<file path="config.mk">
export PLATFORM = sky130hd
export DESIGN_NAME = cache_arbiter
export DESIGN_NICKNAME = d
export VERILOG_FILES = /design/src/rtl/cache_arbiter.sv
export SDC_FILE = /design/constraint.sdc
export NUM_CORES = 1
export LEC_CHECK = 0
export BUFFER_PORTS_ARGS = -buffer_cell sky130_fd_sc_hd__buf_4
export CAP_MARGIN = 30
export CORE_AREA = 5 5 269 271
export DETAILED_ROUTE_END_ITERATION = 7
export DIE_AREA = 0 0 274 276
export PLACE_DENSITY = 0.3
export SLEW_MARGIN = 20
export SYNTH_ARGS = -nofsm -noshare
export SYNTH_HDL_FRONTEND = slang
export SYNTH_SLANG_ARGS = --single-unit
</file>
<file path="constraint.sdc">
create_clock -name clk -period 2.2 [get_ports clk]
set_clock_uncertainty 0.1 [all_clocks]
set_input_delay 0.55 -clock clk [delete_from_list [all_inputs] [get_ports clk]]
set_output_delay 0.55 -clock clk [all_outputs]
set_load 0.01 [all_outputs]
</file>
<file path="src/rtl/cache_arbiter.sv">
// Shares one line-wide physical-memory port between the I-cache (A) and D-cache (B).
// Ties alternate via last_grant; address/data/op are frozen at grant time.
module cache_arbiter #(
    parameter int LINE_W = 128,
    parameter int ADDR_W = 16
) (
    input  logic              clk,
    input  logic              reset_n,
    input  logic              a_pmem_read,
    input  logic [ADDR_W-1:0] a_pmem_address,
    output logic [LINE_W-1:0] a_pmem_rdata,
    output logic              a_pmem_resp,
    input  logic              b_pmem_read,
    input  logic              b_pmem_write,
    input  logic [ADDR_W-1:0] b_pmem_address,
    input  logic [LINE_W-1:0] b_pmem_wdata,
    output logic [LINE_W-1:0] b_pmem_rdata,
    output logic              b_pmem_resp,
    output logic              pmem_read,
    output logic              pmem_write,
    output logic [ADDR_W-1:0] pmem_address,
    output logic [LINE_W-1:0] pmem_wdata,
    input  logic [LINE_W-1:0] pmem_rdata,
    input  logic              pmem_resp
);

    typedef enum logic [1:0] {
        IDLE    = 2'd0,
        GRANT_A = 2'd1,
        GRANT_B = 2'd2
    } state_t;

    state_t              state_q, state_d;
    logic                last_b_q, last_b_d;
    logic [ADDR_W-1:0]   addr_q, addr_d;
    logic [LINE_W-1:0]   wdata_q, wdata_d;
    logic                op_write_q, op_write_d;

    logic req_a, req_b, pick_a, pick_b;

    assign req_a  = a_pmem_read;
    assign req_b  = b_pmem_read | b_pmem_write;
    // On a tie the port that did not win last time goes next.
    assign pick_b = req_b & (~req_a | ~last_b_q);
    assign pick_a = req_a & ~pick_b;

    always_comb begin
        state_d     = state_q;
        last_b_d    = last_b_q;
        addr_d      = addr_q;
        wdata_d     = wdata_q;
        op_write_d  = op_write_q;
        pmem_read   = 1'b0;
        pmem_write  = 1'b0;
        a_pmem_resp = 1'b0;
        b_pmem_resp = 1'b0;
        case (state_q)
            IDLE: begin
                if (pick_b) begin
                    state_d    = GRANT_B;
                    last_b_d   = 1'b1;
                    addr_d     = b_pmem_address;
                    wdata_d    = b_pmem_wdata;
                    op_write_d = b_pmem_write;
                end else if (pick_a) begin
                    state_d    = GRANT_A;
                    last_b_d   = 1'b0;
                    addr_d     = a_pmem_address;
                    wdata_d    = '0;
                    op_write_d = 1'b0;
                end
            end
            GRANT_A, GRANT_B: begin
                pmem_read  = ~op_write_q;
                pmem_write = op_write_q;
                if (pmem_resp) begin
                    a_pmem_resp = (state_q == GRANT_A);
                    b_pmem_resp = (state_q == GRANT_B);
                    state_d     = IDLE;
                end
            end
            default: state_d = IDLE;
        endcase
    end

    always_ff @(posedge clk) begin
        if (!reset_n) begin
            state_q    <= IDLE;
            last_b_q   <= 1'b0;
            addr_q     <= '0;
            wdata_q    <= '0;
            op_write_q <= 1'b0;
        end else begin
            state_q    <= state_d;
            last_b_q   <= last_b_d;
            addr_q     <= addr_d;
            wdata_q    <= wdata_d;
            op_write_q <= op_write_d;
        end
    end

    assign pmem_address = addr_q;
    assign pmem_wdata   = wdata_q;
    assign a_pmem_rdata = pmem_rdata;
    assign b_pmem_rdata = pmem_rdata;

endmodule

</file>
==> results of run 1 <==
[cell type report]
cell class	count	area (sq um)	area share [%]
Multi-Input combinational cell	344	2460	24.9
Tap cell	940	1180	11.9
Clock buffer	17	425	4.32
Timing Repair Buffer	333	2690	27.3
Sequential cell	148	2970	30.1
Inverter	2	7.51	0.0762
Clock inverter	15	133	1.35
[per-layer routing]
layer | GRT usage (%) | up-vias | part of all wire, %
met4 | 3.96 | 8 | 3.2
met1 | 9.41 | 2769 | 31
met5 | 0 | - | 0.13
met2 | 18.5 | 432 | 50
li1 | - | 2673 | -
met3 | 7.52 | 98 | 15
[sequential cells by signal, summed over array words and instances, names as in the netlist]
signal        count
pmem_address     16
state_q           2
op_write_q        1
last_b_q          1
pmem_wdata      128
[power by group through the flow]
stage	Combinational [mW]	Sequential (mW)	Clock, mW
global route	2.73	3.25	3.21
global placement	2.58	3.27	0
CTS	2.57	3.21	3.13
detailed placement	2.57	3.26	0
finish	2.50	3.21	2.94
floorplan	1.54	3.38	0
[through the flow]
step | cell area [sq um] | power, mW | util [%] | hold slack (ps) | std cells
global route | 9850 | 9.19 | 14.2 | 209 | 1799
detailed placement | 9290 | 5.83 | 13.4 | 400 | 1767
floorplan | 7690 | 4.92 | - | 365 | 815
finish | 9850 | 8.64 | 14.2 | 245 | 1799
global placement | 9290 | 5.85 | 13.4 | 387 | 1767
CTS | 9850 | 8.92 | 14.2 | 181 | 1799
[synth_stat cells]
master | count | area [sq um]
nor4b_1 | 1 | 8.76
and2_1 | 2 | 12.5
buf_2 | 15 | 75.1
a31oi_1 | 16 | 100
dfxtp_1 | 148 | 2960
o21ai_1 | 4 | 20.0
nand3_1 | 2 | 10.0
and3_1 | 1 | 6.26
a32oi_1 | 129 | 1130
o21ai_0 | 14 | 70.1
ha_1 | 3 | 37.5
o31ai_4 | 1 | 21.3
nand2b_1 | 1 | 6.26
nand2_1 | 32 | 120
clkbuf_1 | 33 | 124
o31a_1 | 1 | 8.76
nor2b_1 | 132 | 826
buf_4 | 261 | 1960
a21boi_1 | 2 | 15.0
a2bb2oi_2 | 1 | 15.0
o2bb2ai_2 | 1 | 15.0
buf_6 | 12 | 135
inv_1 | 2 | 7.51
a22oi_1 | 1 | 7.51
[critical path, stage by stage, from the launching register on]
cell and delay (ps):
dfxtp_2 350, inv_1 80, ha_4 280, and3_1 150
buf_4 120
[path summary, 6_finish.rpt]
| path | endpoint | startpoint | slack, ps | cells past startpoint |
|---|---|---|---|---|
| worst max-delay path | b_pmem_resp | state_q[0]$_SDFFE_PN0P_ | 100 | 4 |
| worst min-delay path | pmem_address[3]$_SDFFE_PN0P_ | b_pmem_address[3] | 240 | 3 |
| worst max register to register | pmem_wdata[69]$_SDFFE_PN0P_ | state_q[0]$_SDFFE_PN0P_ | 570 | 7 |
| worst min register to register | state_q[0]$_SDFFE_PN0P_ | state_q[0]$_SDFFE_PN0P_ | 400 | 2 |
[cell families after synthesis]
group / after synthesis / share of synthesized area, %
buffers and inverters: 323 / 29.9
adders and majority gates: 3 / 0.488
AOI/OAI and AO/OA: 170 / 18.2
and+or+nand+nor: 171 / 12.9
DFF: 148 / 38.5
[what timing repair did]
item / CTS / global route
pin swaps: 0 / 0
setup endpoints to repair: 3 / 1
gates resized for setup: 2 / 1
hold endpoints to repair: 0 / 0
hold buffers: 0 / 0
==> flow_summary.ini, run 1 <==
[run_status]
status = finished clean

[setup_path]
cp.required_ps = 1550
worstPathArrival_ps = 1450
endpoint_kind = primary output
start_kind = register
worstPathMaxFanout = 5
path_class = register to primary output

[power]
power_density_mw_per_mm2 = 877
ir_worst_vdd_mv = 0.423
pwr-share-seq_pct = 37.1
p_sw_share_pct = 34.5
p_comb_share_pct = 28.9
p_leak_nw = 3.80
p_int_mw = 5.66
clkPwrFrac_pct = 34.0
power_switching_mw = 2.98

[cts]
cts_tree = done
clkSinkCount = 148
root_buffer = clkbuf_16
postCtsSetupBuffers = 0
clockBufferDepth = 2
clk_pin_slew_worst_paths_ps = 70
cts_buffers = 17
h-tree-depth = 4
clk_latency_ps = 470

[placement]
io_buffers = 313
dp_slack_ps = 296
dp.final_hpwl_microns = 32900
place_congestion = 0.713

[yosys]
netlist_area_sq_mm = 0.00769
syn_nets = 1112
yosysWarnings = 0
ys_ff_latch = 148
synth_cell_types = 24
synthCells = 815
postSynthAreaPerCell_sq_um = 9.44
seq_area_frac_synth_pct = 38.5

[sta]
fin_ws_ps = 98.3
hold_viol = 0
timing.fmax_mhz = 476
fin_crit_sh_pct = 95.5
fin_setup_tns_ps = 0
tightest_slew_ps = 514
drv_slew = 0
rsz0062_at_grt = no
fin_crit_ps = 2100
setup_viol = 0
slew_headroom_pct = 65.2

[layout]
areaGrowthSynthToFinish_pct = 28.0
n_antenna_cell = 0
layout_commonest_cell = buf_4
fill_cells = 7935
final_cell_mix = 318 x buf_4, 146 x dfxtp_1, 131 x nor2b_1
layout-drive-gt1-share_pct = 43.3
nets = 1143

[route]
drt-initial-drc-count = 323
routedWlPerCell_microns = 23.1
drtPass1Iterations = 4
drc = 0
vias_per_cell = 3.32
ant_nets = 0
totalWireLength_microns = 41500
vias = 5980

[global_routing]
grtUsageTotal_pct = 10.5
antenna_found_initial = 4
gr-total-overflow = 0
grt_pass1_wl_microns = 55500
grt_pass1_vias = 6337
grt_max_degree = 85

[die]
start_util_pct = 11.1
die-area_sq_mm = 0.0756
die_y_microns = 276
die_x_microns = 274
design.core.area_sq_mm = 0.0695
num_rows = 97
pin_count = 698

[job]
drv_cap = 0

[hold_path]
min_path_type = input pin to register
Note: power is estimated with default switching activity, not from simulation.
==> run 2: changes to the inputs <==
--- a/config.mk
+++ b/config.mk
@@ -7,9 +7,10 @@
 export LEC_CHECK = 0
 export BUFFER_PORTS_ARGS = -buffer_cell sky130_fd_sc_hd__buf_4
 export CAP_MARGIN = 30
-export CORE_AREA = 5 5 269 271
+export CORE_AREA = 5 5 266 268
+export CTS_BUF_LIST = sky130_fd_sc_hd__clkbuf_8
 export DETAILED_ROUTE_END_ITERATION = 7
-export DIE_AREA = 0 0 274 276
+export DIE_AREA = 0 0 271 273
 export PLACE_DENSITY = 0.3
 export SLEW_MARGIN = 20
 export SYNTH_ARGS = -nofsm -noshare
==> constraint.sdc (replaced) <==
create_clock -name clk -period 2.5 [get_ports clk]
set_clock_uncertainty 0.1 [all_clocks]
set_input_delay 0.625 -clock clk [delete_from_list [all_inputs] [get_ports clk]]
set_output_delay 0.625 -clock clk [all_outputs]
set_load 0.01 [all_outputs]
==> run 2 against run 1 <==
Net effect:
- non-clock buffer count shrank 3
- clock-buffer cell count grew 2
- global-route usage grew 0.72 points
- largest cell class unchanged
- largest power group unchanged
- highest routed layer unchanged
==> flow_summary.ini, run 2 (same netlist as run 1, synthesis figures left out) <==
[hold_path]
min_path_type = input pin to register
hold_path.startpoint = b_pmem_address[6]
holdPathStages = 3
worst_hold_path.endpoint = pmem_address[6]$_SDFFE_PN0P_

[power]
ir_worst_vdd_mv = 0.305
power_density_mw_per_mm2 = 722
power.total_mw = 6.82
p_leak_nw = 3.66

[run_status]
status = finished clean

[cts]
h-tree-depth = 4
clk_latency_ps = 530
clockBufferDepth = 2
cts_tree = done
postCtsSetupBuffers = 0
root_buffer = clkbuf_8
clkSinkCount = 148
hold_buffers = 0
cts_buffers = 17
cts_resized = 0
clk_pin_slew_worst_paths_ps = 90

[setup_path]
worstPathMaxFanout = 5
reg2reg_to = pmem_wdata[13]$_SDFFE_PN0P_
worstPathArrival_ps = 1550
start_kind = register
cp.required_ps = 1770
r2r_start = state_q[0]$_SDFFE_PN0P_
endpoint_kind = primary output
path_class = register to primary output
worst-r2r-setup-slack_ps = 730
crit_path_start = state_q[0]$_SDFFE_PN0P_
r2r_cells = 5

[route]
ant_nets = 0
vias = 5972
drt-initial-drc-count = 280
vias_per_cell = 3.44
drc = 0
drtPass1Iterations = 6
routedWlPerCell_microns = 24.9
totalWireLength_microns = 43200

[die]
die_y_microns = 273
start_util_pct = 11.3
die_x_microns = 271
die-area_sq_mm = 0.0740
num_rows = 96
pin_count = 698
design.core.area_sq_mm = 0.0681

[layout]
final_cells = 1737
largest_reg_flops = 128
layout-drive-gt1-share_pct = 42.3
layout_commonest_cell = buf_4
areaGrowthSynthToFinish_pct = 22.8
nets = 1140
fill_cells = 7732
n_antenna_cell = 0
final_cell_mix = 322 x buf_4, 148 x dfxtp_1, 132 x nor2b_1

[sta]
rsz0062_at_grt = no
fin_crit_ps = 2280
hold_viol = 0
drv_slew = 0
timing.fmax_mhz = 439
setup_viol = 0
fin_setup_tns_ps = 0
fin_crit_sh_pct = 91.1
slew_headroom_pct = 59.3
tightest_slew_ps = 602

[global_routing]
grtUsageTotal_pct = 11.3
antenna_found_initial = 1
grt_pass1_vias = 6369
grt_pass1_wl_microns = 57700
grt_max_degree = 84
gr-total-overflow = 0

[placement]
dpl.cell_count = 1706
place_congestion = 0.711
io_buffers = 313
dp.final_hpwl_microns = 33700

[job]
drv_cap = 0
[run 2: changes by cell type in the layout (fill, tap and decap cells not counted), moves of 4 or more]
cell / delta
clkbuf_8: +19
clkbuf_16: -17
buf_12: -7
buf_4: +4
inv_8: -4
[run 2: stage by stage]
stage	cell area, sq um	worst slack [ps]	utilization [%]	hold slack, ps
finish	9450	222	13.9	245
global route	9450	72.2	13.9	185
CTS	9450	99.9	13.9	155
detailed placement	9100	473	13.4	395
global placement	9100	494	13.4	387
floorplan	7690	873	-	365
[run 2: worst max-delay path, stage by stage (launching register included)]
cell and delay [ps]:
dfxtp_1 370, inv_1 90, ha_4 280, and3_1 160
buf_4 120
[run 2: layout make-up]
cell class              instances  area (sq um)  area share [%]
flip-flops and latches        148          2960            31.4
repair buffers                330          2580            27.3
multi-input cells             344          2450            26.0
well taps                     882          1100            11.7
clock buffers                  19           262            2.77
clock inverters                12          83.8           0.887
inverters                       2          7.51          0.0794
[run 2: per-layer routing]
metal / share of wire (%) / global-route usage, %
met4: 4.5 / 5.47
met5: 0.028 / 0
met2: 49 / 18.9
met3: 15 / 8.36
met1: 32 / 10.1
[run 2: worst max-delay path by stage]
stage	to	slack, ps	depth (start not counted)
after global routing	pmem_read	70	4
after global placement	pmem_wdata[100]$_SDFFE_PN0P_	490	6
final	b_pmem_resp	220	4
after floorplan	pmem_read	870	3
after CTS	b_pmem_resp	100	4
after detailed placement	pmem_wdata[1]$_SDFFE_PN0P_	470	6
[run 2: report_power, final]
part	switching [mW]	leakage, nW	total [mW]	internal, mW
Combinational	1.19	2.26	2.16	0.974
Sequential	0.168	1.22	2.82	2.65
Clock	1.11	0.183	1.84	0.732
Total	2.47	3.66	6.82	4.36
